## src/rtl/pwm_pkg.sv

```systemverilog
// Shared types and defaults for the PWM capture path.
// The counter width is sized so one generator period (2048 clk) fits
// with headroom, and the default timeout is the largest count that fits.
package pwm_pkg;

  // Period of the companion PWM generator, in clk cycles.
  localparam int GEN_PERIOD  = 2048;
  localparam int CNT_W_DEF   = $clog2(GEN_PERIOD) + 1;
  localparam int TIMEOUT_DEF = (2 ** CNT_W_DEF) - 1;

  typedef enum logic [1:0] {
    WAIT_RISE = 2'd0,
    HIGH      = 2'd1,
    LOW       = 2'd2
  } cap_state_t;

endpackage

```

## src/rtl/pwm_sync_edge.sv

```systemverilog
// Purpose: two-flop synchronizer plus delay flop with edge strobes for one async input.
// Latency: lvl_o follows async_i after two clk edges; rise_o/fall_o are combinational from lvl_o.
// Backpressure: none; free-running sampler.
// Ports: clk_i/rst_i (sync active-high), async_i raw input,
//        lvl_o synchronized level, rise_o/fall_o one-cycle edge strobes.
module pwm_sync_edge (
  input  logic clk_i,
  input  logic rst_i,
  input  logic async_i,
  output logic lvl_o,
  output logic rise_o,
  output logic fall_o
);

  logic s1_q, s2_q, d_q;

  always_ff @(posedge clk_i) begin
    if (rst_i) begin
      s1_q <= 1'b0;
      s2_q <= 1'b0;
      d_q  <= 1'b0;
    end else begin
      s1_q <= async_i;
      s2_q <= s1_q;
      d_q  <= s2_q;
    end
  end

  assign lvl_o  = s2_q;
  assign rise_o = s2_q & ~d_q;
  assign fall_o = ~s2_q & d_q;

endmodule

```

## src/rtl/pwm_capture.sv

```systemverilog
// Purpose: measure high time and period of an async PWM line, flag stuck-high/low.
// Latency: meas_vld is registered, one edge after the synchronized rise (three edges after first sample).
// Backpressure: none; meas_vld is a one-cycle pulse the consumer must take.
// Ports: clk/rst (sync active-high), PWM_in raw waveform; duty_cnt/period_cnt last
//        complete measurement, meas_vld update strobe, timeout/stuck_hi status
//        levels, PWM_lvl synchronized copy of PWM_in.
module pwm_capture
  import pwm_pkg::*;
#(
  parameter int CNT_W   = CNT_W_DEF,
  parameter int TIMEOUT = TIMEOUT_DEF
) (
  input  logic             clk,
  input  logic             rst,
  input  logic             PWM_in,
  output logic [CNT_W-1:0] duty_cnt,
  output logic [CNT_W-1:0] period_cnt,
  output logic             meas_vld,
  output logic             timeout,
  output logic             stuck_hi,
  output logic             PWM_lvl
);

  localparam logic [CNT_W-1:0] CNT_ONE = CNT_W'(1);
  localparam logic [CNT_W-1:0] TO_LIM  = CNT_W'(TIMEOUT);

  logic lvl, rise, fall;

  pwm_sync_edge u_sync (
    .clk_i  (clk),
    .rst_i  (rst),
    .async_i(PWM_in),
    .lvl_o  (lvl),
    .rise_o (rise),
    .fall_o (fall)
  );

  cap_state_t       state_q, state_d;
  logic [CNT_W-1:0] hi_cnt_q, hi_cnt_d;
  logic [CNT_W-1:0] per_cnt_q, per_cnt_d;
  logic [CNT_W-1:0] duty_q, duty_d;
  logic [CNT_W-1:0] period_q, period_d;
  logic             vld_q, vld_d;
  logic             to_q, to_d;
  logic             sh_q, sh_d;

  always_ff @(posedge clk) begin
    if (rst) begin
      state_q   <= WAIT_RISE;
      hi_cnt_q  <= '0;
      per_cnt_q <= '0;
      duty_q    <= '0;
      period_q  <= '0;
      vld_q     <= 1'b0;
      to_q      <= 1'b0;
      sh_q      <= 1'b0;
    end else begin
      state_q   <= state_d;
      hi_cnt_q  <= hi_cnt_d;
      per_cnt_q <= per_cnt_d;
      duty_q    <= duty_d;
      period_q  <= period_d;
      vld_q     <= vld_d;
      to_q      <= to_d;
      sh_q      <= sh_d;
    end
  end

  always_comb begin
    state_d   = state_q;
    hi_cnt_d  = hi_cnt_q;
    per_cnt_d = per_cnt_q;
    duty_d    = duty_q;
    period_d  = period_q;
    vld_d     = 1'b0;
    to_d      = to_q;
    sh_d      = sh_q;

    unique case (state_q)
      WAIT_RISE: begin
        // First rise after reset or timeout only arms the measurement.
        if (rise) begin
          state_d   = HIGH;
          hi_cnt_d  = CNT_ONE;
          per_cnt_d = CNT_ONE;
        end
      end

      HIGH: begin
        // A rise cannot occur here (a fall must come first), so the
        // timeout check needs no rise qualification in this state.
        if (per_cnt_q == TO_LIM) begin
          state_d = WAIT_RISE;
          to_d    = 1'b1;
          sh_d    = 1'b1;
        end else begin
          per_cnt_d = per_cnt_q + CNT_ONE;
          if (fall) begin
            state_d = LOW;
          end else if (lvl) begin
            hi_cnt_d = hi_cnt_q + CNT_ONE;
          end
        end
      end

      LOW: begin
        // Rise wins over timeout, so a period of exactly TIMEOUT publishes.
        if (rise) begin
          duty_d    = hi_cnt_q;
          period_d  = per_cnt_q;
          vld_d     = 1'b1;
          to_d      = 1'b0;
          sh_d      = 1'b0;
          hi_cnt_d  = CNT_ONE;
          per_cnt_d = CNT_ONE;
          state_d   = HIGH;
        end else if (per_cnt_q == TO_LIM) begin
          state_d = WAIT_RISE;
          to_d    = 1'b1;
          sh_d    = 1'b0;
        end else begin
          per_cnt_d = per_cnt_q + CNT_ONE;
        end
      end

      default: state_d = WAIT_RISE;
    endcase
  end

  assign duty_cnt   = duty_q;
  assign period_cnt = period_q;
  assign meas_vld   = vld_q;
  assign timeout    = to_q;
  assign stuck_hi   = sh_q;
  assign PWM_lvl    = lvl;

endmodule

```

## config.mk

```make
export PLATFORM = sky130hd
export DESIGN_NAME = pwm_capture
export DESIGN_NICKNAME = d
export VERILOG_FILES = /design/src/rtl/pwm_pkg.sv /design/src/rtl/pwm_sync_edge.sv /design/src/rtl/pwm_capture.sv
export SDC_FILE = /design/constraint.sdc
export NUM_CORES = 1
export LEC_CHECK = 0
export BUFFER_PORTS_ARGS = -buffer_cell sky130_fd_sc_hd__buf_4
export CAP_MARGIN = 20
export CORE_UTILIZATION = 40
export CTS_BUF_LIST = sky130_fd_sc_hd__clkbuf_4
export DETAILED_ROUTE_END_ITERATION = 12
export GPL_TIMING_DRIVEN = 0
export MAX_ROUTING_LAYER = met4
export SKIP_CTS_REPAIR_TIMING = 1
export SYNTH_ARGS = -nofsm -noshare
export SYNTH_HDL_FRONTEND = slang
export SYNTH_SLANG_ARGS = --single-unit
```

## constraint.sdc

```tcl
create_clock -name clk -period 2.65 [get_ports clk]
set_input_delay 0.795 -clock clk [delete_from_list [all_inputs] [get_ports clk]]
set_output_delay 0.795 -clock clk [all_outputs]
set_load 0.1 [all_outputs]
```

Yosys cells after proc, flatten, opt, wreduce, memory -nomap -nowiden
Cells that the tools add are included.
{ "totals": {"register_bits": 56, "in_bits": 3} }
{ "classes": {"mux": 22, "eq_ne": 11, "n_bitwise": 5, "n_addsub": 2, "n_reduce_logical": 11} }
{ "op_table": {"columns": ["operator", "n"], "rows": [
  ["2-to-1 mux 12 bit", 6],
  ["one-hot mux 12 bit (3 select lines)", 1],
  ["adder 12 x 1 -> 12 bit, second input constant", 2],
  ["one-hot mux 12 bit (2 select lines)", 1],
  ["equality test 12 bit, second input constant", 1],
  ["2-to-1 mux 2 bit", 5],
  ["!= test 2 bit, second input constant", 4],
  ["2-to-1 mux 1 bit", 6],
  ["!= test 3 bit, second input constant", 2],
  ["one-hot mux 2 bit (3 select lines)", 1],
  ["AND reduction 3 bit", 2],
  ["AND reduction 5 bit", 1],
  ["!= test 2 x 1 -> 1 bit, second input constant", 2],
  ["one-hot mux 1 bit (2 select lines)", 2],
  ["AND reduction 2 bit", 2],
  ["nonzero test 2 bit", 2],
  ["OR reduction 2 bit", 2],
  ["inverter 1 bit", 3],
  ["nonzero test 3 bit", 1],
  ["bitwise AND 1 bit", 2],
  ["equality test 2 x 1 -> 1 bit, second input constant", 1],
  ["equality test 2 bit, second input constant", 1],
  ["logical NOT 2 bit", 1]
]} }

Logic depth before layout (Yosys ltp)
Gate-level depths: netlist of run 1.
{ "logic_depth": {"ltp_word": 5, "ltp_mapped": 9, "mapped_depth_nobuf": 7} }

Hierarchy
A second synthesis of run 1 with hierarchy kept.
{ "hier_totals": {"hier_cells": 315, "hier_area_um2": 2565.0} }
{ "by_module_without_submodules": {"columns": ["module", "n_inst", "seq_area_each_um2", "cells_per_inst", "area_each_um2"], "rows": [
  ["pwm_capture", 1, 1061.0, 307, 2473.6],
  ["pwm_sync_edge", 1, 60.1, 8, 91.3]
]} }

Least setup slack after synthesis of run 1
Ideal clock, no wire load.
{ "synth_path": {"path_type": "flip-flop to flip-flop", "from": "register u_sync.s2_q, in the netlist u_sync.lvl_o", "to": "register per_cnt_q[5]", "n_path_buf": 1, "synth_period_minus_slack_ps": 2283, "stages_incl_launch_ff": 7, "t_arrival_ps": 2152, "slack_ps": 367, "path_cell_list": "dfxtp_1 > nand2b_1 > a21o_1 > clkbuf_1 > nor4_1 > xnor2_1 > nor2_1"} }
{ "synth_via": {"elab_chain_cells": 3, "elab_cells_between_ends": 5, "classes_between": "1 x eq/ne; 2 x mux; 1 x bitwise; 1 x reduce/logical"} }
{ "synth_rtl": {"columns": ["element", "line", "text"], "rows": [
  ["start: declaration", "pwm_sync_edge.sv:15", "logic s1_q, s2_q, d_q;"],
  ["start signal: assignment", "pwm_sync_edge.sv:24", "s2_q <= s1_q;"],
  ["bitwise AND 1 bit (*)", "pwm_sync_edge.sv:30", "assign rise_o = s2_q & ~d_q;"],
  ["2-to-1 mux 12 bit / != test 2 bit (equally long branches)", null, null],
  ["one-hot mux 12 bit (3 select lines) / AND reduction 2 bit (equally long branches)", null, null],
  ["end signal: assignment", "pwm_capture.sv:60", "per_cnt_q <= per_cnt_d;"],
  ["end: declaration", "pwm_capture.sv:40", "logic [CNT_W-1:0] per_cnt_q, per_cnt_d;"]
]} }
Mark *: on every way between the ends. The rest lies on a longest branch, timed or not.
A chain may end at the register's enable or synchronous reset.

Final worst setup path of run 1
{ "layout_path": {"from": "register state_q[0]", "to": "register hi_cnt_q[11]"} }
{ "layout_via": {"elab_chain_cells": 4, "elab_cells_between_ends": 11, "classes_between": "6 x eq/ne; 1 x mux; 4 x reduce/logical"} }
{ "layout_rtl": {"columns": ["element", "line", "text"], "rows": [
  ["start: declaration", "pwm_capture.sv:38", "cap_state_t state_q, state_d;"],
  ["start signal: assignment", "pwm_capture.sv:58", "state_q <= state_d;"],
  ["equality test 2 bit / logical NOT 2 bit (equally long branches)", "pwm_capture.sv:79", "unique case (state_q)"],
  ["OR reduction 2 bit (no line)", null, null],
  ["!= test 2 x 1 -> 1 bit (no line) / nonzero test 2 bit (equally long branches)", null, null],
  ["AND reduction 5 bit (no line)", null, null],
  ["end signal: assignment", "pwm_capture.sv:59", "hi_cnt_q <= hi_cnt_d;"],
  ["end: declaration", "pwm_capture.sv:39", "logic [CNT_W-1:0] hi_cnt_q, hi_cnt_d;"]
]} }
Parallel ways exist; a longest one is shown, timed or not.

==> reports/qor.yml, run 1 <==
run_status: "complete, no violations"
hold_path.class: "flip-flop to flip-flop"
synthArstFlopShare_pct: 0
grt_antenna_before_repair: 0
startpoint_of_the_tightest_hold_check_path: "u_sync.s1_q$_SDFF_PP0_"
crit_type: "flip-flop to flip-flop"
crit_family: "simple AND/OR/NAND/NOR gates"
clockBufferDepth: 2
rsz0062_at_grt: "false"
synthDistinctLibCells: 40
seqPwrFrac_pct: 60.2
setup-violations-final: 0
cts_clock_pin_slew_for_the_worst_setup_and_hold_paths_ns: 0.15
clock_sinks: 56
critPathCaptureType: "flip-flop"
number_of_levels_the_h_tree_was_split_into: 2
numPlacedInstances: 414
synth_top_cell_area_share_pct: 45.4
critical_path.n_buffers_inverters: 3
cts_made_buffers: 5
initial_utilization_pct: 41.7
vias_in_the_first_global_route: 2006
detailroute.via_count: 2210
synth-warning-count: 0
layout_cells_sized_above_1_pct: 13.6
peakVddDrop_v: 0.000265
drt_pass_1_iters: 4
mappedNetlistNets: 318
syn_avg_cell_area_um2: 7.99
floorplan.die.width_um: 80.5
ys_seq_elements: 56
gpl_congestion: 0.845
cell_count_of_the_worst_reg_to_reg_path: 9
max_slew_headroom_at_the_worst_pin_pct: 53.9
die_area_um2: 6490
max_freq_mhz: 425
reg2reg_setup_slack_ns: 0.30
hold_depth: 1
synth-edff-count: 0
critical_path_peak_fanout: 10
die_h_um: 80.5
finalWorstPathRequiredPeriod_ns: 2.35
placement.cell_area_um2: 2790
synthDominantAreaCellType: "sky130_fd_sc_hd__dfxtp_1"
drt-wirelength-per-cell_um: 13.0
worst_endpoint_data_arrival_time_ns: 2.67
post_synth_inst_count: 309
worstPathRequired_ns: 2.96
synth-main-ff-cell: "sky130_fd_sc_hd__dfxtp_1"
finalCritPeriodShare_pct: 88.8
place_hpwl_um: 3890
timing.critical_path.slowest_stage_cell: "sky130_fd_sc_hd__or4_1"
detail_route.iter0.violations: 132
power.net_switching_w: 0.000432
synth.area.top_cells: "sky130_fd_sc_hd__dfxtp_1 (45%), sky130_fd_sc_hd__nand2_1 (9.0%), sky130_fd_sc_hd__a21oi_1 (8.9%), sky130_fd_sc_hd__nor2_1 (3.7%), sky130_fd_sc_hd__ha_1 (3.0%)"
fin_tns_setup_ns: 0
cts_tree: "done"
num_rows: 28
maxCapViolCount: 0
hold-worst-slack_ns: 0.459
total_nets_final: 355
most_common_cell_after_layout_fill_and_taps_aside: "sky130_fd_sc_hd__nand2_1"
p_leak_nw: 0.999
synthToLayoutAreaGrowth_pct: 15.1
finalHoldViolations: 0
timing_max_transition_violations_final: 0
crit-reg2reg-launch: "state_q[0]$_SDFFE_PP0P_"
finalPower_w: 0.00145
grt_usage_pct: 19.7
area_of_all_placed_cells_without_fillers_um2: 2840
worstPathCellList: "inv_1 > ha_1 > buf_2 > nor2_2 > a32oi_1 > a21o_1 > buf_6 > or4_1 > a21oi_1"
most-common-layout-cells: "sky130_fd_sc_hd__nand2_1 (59), sky130_fd_sc_hd__dfxtp_1 (56), sky130_fd_sc_hd__a21oi_1 (44)"
grt_start_max_net_pins: 17
antenna-diode-count: 0
grt.overflow.total: 0
total_routed_length_um: 5480
timing.critical_path.from_type: "flip-flop"
synth_sequential_area_ratio_pct: 45.4
max_stage_delay_ns: 0.46
io_pins: 31
io_buffers: 30
power.switching_fraction_pct: 29.7
cell_area_after_technology_mapping_um2: 2470
power.combinational.fraction_pct: 15.1
standard_cell_core_area_um2: 5920
max_slew.worst_pin.slew_ns: 0.687
grt_first_pass_wirelength_um: 9640
clock_insertion_delay_worst_skew_ns: 0.38
finish.cell_count_without_fillers: 421
critical_path.reg2reg.endpoint: "hi_cnt_q[11]$_SDFFE_PP0P_"
remaining_drc_errors: 0
postRouteAntennaNets: 0
worst_clock_skew_ns: 0.0149
power_density_nw_per_um2: 512
clock-root-buffer: "sky130_fd_sc_hd__clkbuf_4"
worstHoldEndpoint: "u_sync.lvl_o$_SDFF_PP0_"
routed_via_density: 5.25
power.clock.fraction_pct: 24.7
power.internal_w: 0.00102
[registers in the layout, summed over array words and instances, names as in the netlist, 2 cells and up]
signal and flops:
state_q 2, hi_cnt_q 12, period_cnt 12, per_cnt_q 12
duty_cnt 12
[Yosys cell counts (2+ instances only)]
cell,n
sky130_fd_sc_hd__nand2_1,59
sky130_fd_sc_hd__dfxtp_1,56
sky130_fd_sc_hd__a21oi_1,44
sky130_fd_sc_hd__nor2_1,24
sky130_fd_sc_hd__clkbuf_1,12
sky130_fd_sc_hd__nand3_1,11
sky130_fd_sc_hd__nor3_1,10
sky130_fd_sc_hd__o21ai_0,10
sky130_fd_sc_hd__inv_1,8
sky130_fd_sc_hd__and3_1,7
sky130_fd_sc_hd__a31oi_1,6
sky130_fd_sc_hd__ha_1,6
sky130_fd_sc_hd__a211oi_1,5
sky130_fd_sc_hd__nor2b_1,4
sky130_fd_sc_hd__or4_1,4
sky130_fd_sc_hd__xnor2_1,4
sky130_fd_sc_hd__buf_2,3
sky130_fd_sc_hd__buf_6,3
sky130_fd_sc_hd__nor3b_1,3
sky130_fd_sc_hd__nor4_1,3
sky130_fd_sc_hd__a21o_1,2
sky130_fd_sc_hd__a32oi_1,2
sky130_fd_sc_hd__and4_1,2
sky130_fd_sc_hd__nand3b_1,2
sky130_fd_sc_hd__nand4_1,2
sky130_fd_sc_hd__or2_2,2
sky130_fd_sc_hd__or3_1,2
[cell type report]
type                            instances  area [um2]
Buffer                                 18        93.8
Clock buffer                            5        37.5
Clock inverter                          2        12.5
Fill cell                             618        3080
Inverter                                8        30.0
Multi-Input combinational cell        227        1220
Sequential cell                        56        1120
Tap cell                               75        93.8
Timing Repair Buffer                   30         225
[cells by family after synthesis]
group	Yosys count	synth area share, %
adder cells (fa/ha/maj)	6	3.04
AND/OR/NAND/NOR	139	26.8
buffers and inverters	26	5.02
XOR/XNOR	4	1.42
flip-flops	56	45.4
AO/OA/AOI/OAI	78	18.3
[worst max path at each step]
| stage | cells after the start | slack (ns) | start | to |
|---|---|---|---|---|
| 2_1_floorplan | 6 | 0.37 | u_sync.lvl_o$_SDFF_PP0_ | per_cnt_q[5]$_SDFFE_PP0P_ |
| 3_3_place_gp | 9 | 0.15 | state_q[0]$_SDFFE_PP0P_ | hi_cnt_q[11]$_SDFFE_PP0P_ |
| 3_5_place_dp | 9 | 0.15 | state_q[0]$_SDFFE_PP0P_ | hi_cnt_q[10]$_SDFFE_PP0P_ |
| 4_1_cts | 9 | 0.09 | state_q[0]$_SDFFE_PP0P_ | hi_cnt_q[11]$_SDFFE_PP0P_ |
| 5_1_grt | 9 | 0.04 | state_q[0]$_SDFFE_PP0P_ | hi_cnt_q[11]$_SDFFE_PP0P_ |
| 6_report | 9 | 0.30 | state_q[0]$_SDFFE_PP0P_ | hi_cnt_q[11]$_SDFFE_PP0P_ |
[routing by layer]
layer	track usage, %	vias up	wire length (um)
met5	-	-	0
met2	29.2	48	2340
li1	-	1154	-
met1	26.9	1003	2830
met3	4.09	5	248
met4	5.18	0	59
[through the flow]
stage / utilization (%) / worst slack [ns]
global placement: 47.1 / 0.153
floorplan: - / 0.367
finish: 48.0 / 0.296
detailed placement: 47.1 / 0.149
global route: 48.0 / 0.0420
CTS: 47.9 / 0.0930
[power by group through the flow]
stage | registers, W | clock network [W] | logic, W
after floorplan | 0.000912 | 0 | 0.000143
after global placement | 0.000892 | 0 | 0.000217
after detailed placement | 0.000892 | 0 | 0.000218
after CTS | 0.000875 | 0.000380 | 0.000219
after global routing | 0.000878 | 0.000407 | 0.000243
final | 0.000875 | 0.000359 | 0.000220
Note: power is estimated with default switching activity, not from simulation.
==> run 2, diff against run 1 <==
--- a/config.mk
+++ b/config.mk
@@ -15,4 +15,5 @@
 export SKIP_CTS_REPAIR_TIMING = 1
 export SYNTH_ARGS = -nofsm -noshare
 export SYNTH_HDL_FRONTEND = slang
+export SYNTH_HIERARCHICAL = 1
 export SYNTH_SLANG_ARGS = --single-unit
==> run 2 against run 1 <==
Combinational power is 45% lower. Core utilization grew 0.38 points. Non-clock buffer count increased by 2. Design area is 3.2% higher. Setup slack got worse by 0.027 ns. Area after synthesis grew 4.0%. Wire length is 11% higher. Maximum frequency is 1.1% lower. Cell count increased by 1.4%. Critical path type unchanged. Largest cell class unchanged.
==> reports/qor.yml, run 2 <==
most-common-layout-cells: "sky130_fd_sc_hd__nand2_1 (62), sky130_fd_sc_hd__dfxtp_1 (56), sky130_fd_sc_hd__a21oi_1 (35)"
total_routed_length_um: 6050
synth-main-ff-cell: "sky130_fd_sc_hd__dfxtp_1"
max_freq_mhz: 420
critPathCaptureType: "flip-flop"
sequential_cell_area_um2: 1120
p_leak_nw: 0.976
syn_avg_cell_area_um2: 8.14
seqPwrFrac_pct: 64.7
power.clock.fraction_pct: 26.2
crit_path_from: "u_sync/lvl_o$_SDFF_PP0_"
antenna-diode-count: 0
clock_insertion_delay_worst_skew_ns: 0.37
finalCritPeriodShare_pct: 89.8
timing.critical_path.from_type: "flip-flop"
worst_endpoint_data_arrival_time_ns: 2.66
cts_clock_pin_slew_for_the_worst_setup_and_hold_paths_ns: 0.15
vias_in_the_first_global_route: 1986
maxCapViolCount: 0
drt_pass_1_iters: 4
hold_path.class: "flip-flop to flip-flop"
synthDistinctLibCells: 41
finalHoldViolations: 0
mappedNetlistNets: 324
total_nets_final: 361
grt_first_pass_wirelength_um: 9820
num_rows: 28
place_hpwl_um: 4280
synth-warning-count: 6
die_h_um: 82.1
most_common_cell_after_layout_fill_and_taps_aside: "sky130_fd_sc_hd__nand2_1"
clock-root-buffer: "sky130_fd_sc_hd__clkbuf_4"
cts_tree: "done"
post-synth-top-count-cell: "sky130_fd_sc_hd__nand2_1"
fillers: 649
grt_usage_pct: 19.6
cell_area_after_technology_mapping_um2: 2560
synthDominantAreaCellType: "sky130_fd_sc_hd__dfxtp_1"
final_core_util_pct: 48.3
gpl_congestion: 0.836
worst_clock_skew_ns: 0.00897
grt.overflow.total: 0
remaining_drc_errors: 0
max_slew_headroom_at_the_worst_pin_pct: 41.6
io_buffers: 30
ys_seq_elements: 56
run_status: "complete, no violations"
area_taken_by_multi_input_logic_gates_um2: 1330
layout_cells_sized_above_1_pct: 11.6
cts_made_buffers: 5
power_density_nw_per_um2: 454
fin_tns_setup_ns: 0
grt_start_max_net_pins: 16
standard_cell_core_area_um2: 6060
io_pins: 31
worstPathRequired_ns: 2.93
number_of_levels_the_h_tree_was_split_into: 2
power.net_switching_w: 0.000351
post_synth_inst_count: 315
power.internal_w: 0.000980
peakVddDrop_v: 0.000202
rsz0062_at_grt: "false"
synth-edff-count: 0
detailroute.via_count: 2383
yosys-top-cells-count: "sky130_fd_sc_hd__nand2_1 (62), sky130_fd_sc_hd__dfxtp_1 (56), sky130_fd_sc_hd__a21oi_1 (35), sky130_fd_sc_hd__clkbuf_1 (16), sky130_fd_sc_hd__nor2_1 (15)"
power.switching_fraction_pct: 26.4
clock_sinks: 56
startpoint_of_the_tightest_hold_check_path: "u_sync/s1_q$_SDFF_PP0_"
routed_via_density: 5.58
crit_type: "flip-flop to flip-flop"
synthArstFlopShare_pct: 0
clockBufferDepth: 2
postRouteAntennaNets: 0
synthToLayoutAreaGrowth_pct: 14.2
floorplan.die.width_um: 82.1
synth_top_cell_area_share_pct: 43.7
detail_route.iter0.violations: 206
synth.area.top_cells: "sky130_fd_sc_hd__dfxtp_1 (44%), sky130_fd_sc_hd__nand2_1 (9.1%), sky130_fd_sc_hd__a21oi_1 (6.8%), sky130_fd_sc_hd__a32o_1 (4.3%), sky130_fd_sc_hd__ha_1 (2.9%)"
synth_sequential_area_ratio_pct: 43.7
max_slew.worst_pin.slew_ns: 0.868
initial_utilization_pct: 42.3
power.combinational.fraction_pct: 9.1
finalWorstPathRequiredPeriod_ns: 2.38
crit-reg2reg-launch: "u_sync/lvl_o$_SDFF_PP0_"
timing_max_transition_violations_final: 0
grt_antenna_before_repair: 0
critical_path_peak_fanout: 10
die_area_um2: 6740
setup-violations-final: 0
drt-wirelength-per-cell_um: 14.2
-- run 2: logic make-up (layout without fill, tap and decap cells) --
group / Yosys count / count (layout) / synth area share, %
and+or+nand+nor: 141 / 141 / 27.1
buffers and inverters: 28 / 65 / 4.49
AOI/OAI and AO/OA: 83 / 83 / 21.4
DFF: 56 / 56 / 43.7
muxes: 1 / 1 / 0.390
adders and majority gates: 6 / 6 / 2.93
-- run 2: worst max-delay path: stages (launching register included) --
cell	delay (ns)
sky130_fd_sc_hd__dfxtp_1	0.42
sky130_fd_sc_hd__nor2b_1	0.40
sky130_fd_sc_hd__nor2_1	0.08
sky130_fd_sc_hd__a211oi_1	0.54
sky130_fd_sc_hd__clkbuf_1	0.43
sky130_fd_sc_hd__nand3_1	0.13
sky130_fd_sc_hd__a32o_1	0.29
-- run 2: stage by stage --
step                instance area (um2)  std cells  hold WS (ns)  setup WS, ns  power, W
floorplan                          2560        315         0.414        0.0569  0.000968
global placement                   2880        420         0.421         0.314  0.000999
detailed placement                 2880        420         0.434         0.300   0.00100
CTS                                2930        427         0.465         0.272   0.00134
global route                       2930        427         0.480        0.0346   0.00140
finish                             2930        427         0.461         0.269   0.00133
-- run 2: path summary, 6_finish.rpt --
kind / cells past startpoint / end / slack (ns)
setup / recovery: 6 / hi_cnt_q[5]$_SDFFE_PP0P_ / 0.27
hold / removal: 1 / u_sync/lvl_o$_SDFF_PP0_ / 0.46
setup reg to reg: 6 / hi_cnt_q[5]$_SDFFE_PP0P_ / 0.27
hold reg to reg: 1 / u_sync/lvl_o$_SDFF_PP0_ / 0.46
-- run 2: power by group through the flow --
stage | registers (W) | clock network, W | logic, W
4_1_cts | 0.000861 | 0.000360 | 0.000121
3_5_place_dp | 0.000879 | 0 | 0.000121
6_report | 0.000861 | 0.000349 | 0.000121
5_1_grt | 0.000863 | 0.000400 | 0.000134
3_3_place_gp | 0.000879 | 0 | 0.000120
2_1_floorplan | 0.000898 | 0 | 0.0000696
-- run 2: metal layers --
metal | vias to the layer above | routed length [um] | part of all wire, % | GRT usage, %
li1 | 1216 | - | - | -
met1 | 1116 | 3210 | 53 | 28.8
met2 | 46 | 2530 | 42 | 27.4
met3 | 5 | 258 | 4.3 | 3.67
met4 | 0 | 55 | 0.91 | 4.56
met5 | - | 0 | 0 | -
-- run 2: cell type report --
type / instances / area share, %
Buffer: 20 / 2.90
Clock buffer: 5 / 1.28
Sequential cell: 56 / 38.3
Clock inverter: 2 / 0.256
Timing Repair Buffer: 30 / 7.69
Multi-Input combinational cell: 231 / 45.4
Inverter: 8 / 1.03
Tap cell: 75 / 3.20
==> run 3, diff against run 2 <==
--- a/config.mk
+++ b/config.mk
@@ -7,11 +7,12 @@
 export LEC_CHECK = 0
 export BUFFER_PORTS_ARGS = -buffer_cell sky130_fd_sc_hd__buf_4
 export CAP_MARGIN = 20
-export CORE_UTILIZATION = 40
+export CORE_UTILIZATION = 60
 export CTS_BUF_LIST = sky130_fd_sc_hd__clkbuf_4
 export DETAILED_ROUTE_END_ITERATION = 12
 export GPL_TIMING_DRIVEN = 0
 export MAX_ROUTING_LAYER = met4
+export PLACE_DENSITY = 0.82
 export SKIP_CTS_REPAIR_TIMING = 1
 export SYNTH_ARGS = -nofsm -noshare
 export SYNTH_HDL_FRONTEND = slang
==> run 3 against run 2 <==
Register-to-register slack gained 0.02 ns. Sequential power is essentially flat. Global-route usage grew 8.3 points. Power grew 8.6%. Setup slack gained 0.024 ns. Design area grew 0.13%. Critical path type unchanged.
==> reports/qor.yml, run 3 (same netlist as run 2, synthesis figures left out) <==
run_status: "complete, no violations"
power_density_nw_per_um2: 493
finalPower_w: 0.00145
layout_cells_sized_above_1_pct: 12.5
total_nets_final: 361
max_slew.worst_pin.slew_ns: 0.840
clock_sinks: 56
max_freq_mhz: 424
hold-worst-slack_ns: 0.462
clock_insertion_delay_worst_skew_ns: 0.38
critical_path_peak_fanout: 10
fin_tns_setup_ns: 0
setup-violations-final: 0
routed_via_density: 5.90
place_hpwl_um: 4060
drt_pass_1_iters: 4
peakVddDrop_v: 0.000401
antenna-diode-count: 0
cts_made_buffers: 5
timing.critical_path.from_type: "flip-flop"
numPlacedInstances: 395
total_routed_length_um: 5770
finalWorstPathRequiredPeriod_ns: 2.36
hold_path.class: "flip-flop to flip-flop"
most_common_cell_after_layout_fill_and_taps_aside: "sky130_fd_sc_hd__nand2_1"
die_area_um2: 4540
finalCritPeriodShare_pct: 88.9
initial_utilization_pct: 63.2
drt-wirelength-per-cell_um: 14.3
fillers: 330
worst_clock_skew_ns: 0.00494
grt_usage_pct: 27.9
finalHoldViolations: 0
io_pins: 31
p_leak_nw: 0.991
io_buffers: 30
gpl_congestion: 0.881
max_slew_headroom_at_the_worst_pin_pct: 43.5
crit_path_from: "u_sync/lvl_o$_SDFF_PP0_"
crit_type: "flip-flop to flip-flop"
standard_cell_core_area_um2: 4060
floorplan.die.width_um: 67.4
number_of_levels_the_h_tree_was_split_into: 2
grt.overflow.total: 0
vias_in_the_first_global_route: 2053
rsz0062_at_grt: "false"
cts_clock_pin_slew_for_the_worst_setup_and_hold_paths_ns: 0.15
grt_first_pass_wirelength_um: 9290
postRouteAntennaNets: 0
grt_antenna_before_repair: 0
num_rows: 23
cts_tree: "done"
synthToLayoutAreaGrowth_pct: 14.3
clock-root-buffer: "sky130_fd_sc_hd__clkbuf_4"
remaining_drc_errors: 0
worst_endpoint_data_arrival_time_ns: 2.65
timing_max_transition_violations_final: 0
crit-reg2reg-launch: "u_sync/lvl_o$_SDFF_PP0_"
detail_route.iter0.violations: 150
critPathCaptureType: "flip-flop"
grt_start_max_net_pins: 18
maxCapViolCount: 0
die_h_um: 67.4
startpoint_of_the_tightest_hold_check_path: "u_sync/s1_q$_SDFF_PP0_"
clockBufferDepth: 2
worstPathRequired_ns: 2.95
most-common-layout-cells: "sky130_fd_sc_hd__nand2_1 (62), sky130_fd_sc_hd__dfxtp_1 (56), sky130_fd_sc_hd__a21oi_1 (35)"
finish.cell_count_without_fillers: 403
detailroute.via_count: 2377
## run 3: layer usage
layer	up-vias	track usage, %	part of all wire [%]
met1	1092	38.6	49
met4	0	12.0	1.1
met2	61	40.5	44
met5	-	-	0
met3	7	3.89	5.6
li1	1217	-	-
## run 3: worst max-delay path, cell delays in order (launching register included)
cell	delay (ns)
sky130_fd_sc_hd__dfxtp_1	0.41
sky130_fd_sc_hd__nor2b_1	0.41
sky130_fd_sc_hd__nor2_1	0.08
sky130_fd_sc_hd__a211oi_1	0.54
sky130_fd_sc_hd__clkbuf_1	0.41
sky130_fd_sc_hd__nand3_1	0.14
sky130_fd_sc_hd__a32o_1	0.28
## run 3: final cells by class
type,instances,area [um2],share of cell area (%)
Timing Repair Buffer,30,225,7.68
Clock buffer,5,37.5,1.28
Tap cell,50,62.6,2.13
Sequential cell,56,1120,38.2
Multi-Input combinational cell,231,1330,45.3
Inverter,8,30.0,1.02
Buffer,20,85.1,2.90
Clock inverter,3,42.5,1.45
## run 3: report_power, final
group	switching, W	total [W]	internal (W)	leakage [nW]
clock	0.000266	0.000463	0.000197	0.0412
sequential	0.00000968	0.000861	0.000851	0.452
combinational	0.0000870	0.000122	0.0000348	0.497
total	0.000362	0.00145	0.00108	0.991
## run 3: final timing paths
check / endpoint / cells past startpoint / slack (ns)
worst min-delay path: u_sync/lvl_o$_SDFF_PP0_ / 1 / 0.46
worst max-delay path: hi_cnt_q[6]$_SDFFE_PP0P_ / 6 / 0.29
worst max register to register: hi_cnt_q[6]$_SDFFE_PP0P_ / 6 / 0.29
worst min register to register: u_sync/lvl_o$_SDFF_PP0_ / 1 / 0.46
## run 3: through the flow
step / setup slack [ns] / utilization, % / instance area [um2]
floorplan: 0.0569 / - / 2560
global placement: 0.324 / 70.3 / 2850
detailed placement: 0.346 / 70.3 / 2850
CTS: 0.330 / 72.3 / 2930
global route: 0.0919 / 72.3 / 2930
finish: 0.294 / 72.3 / 2930
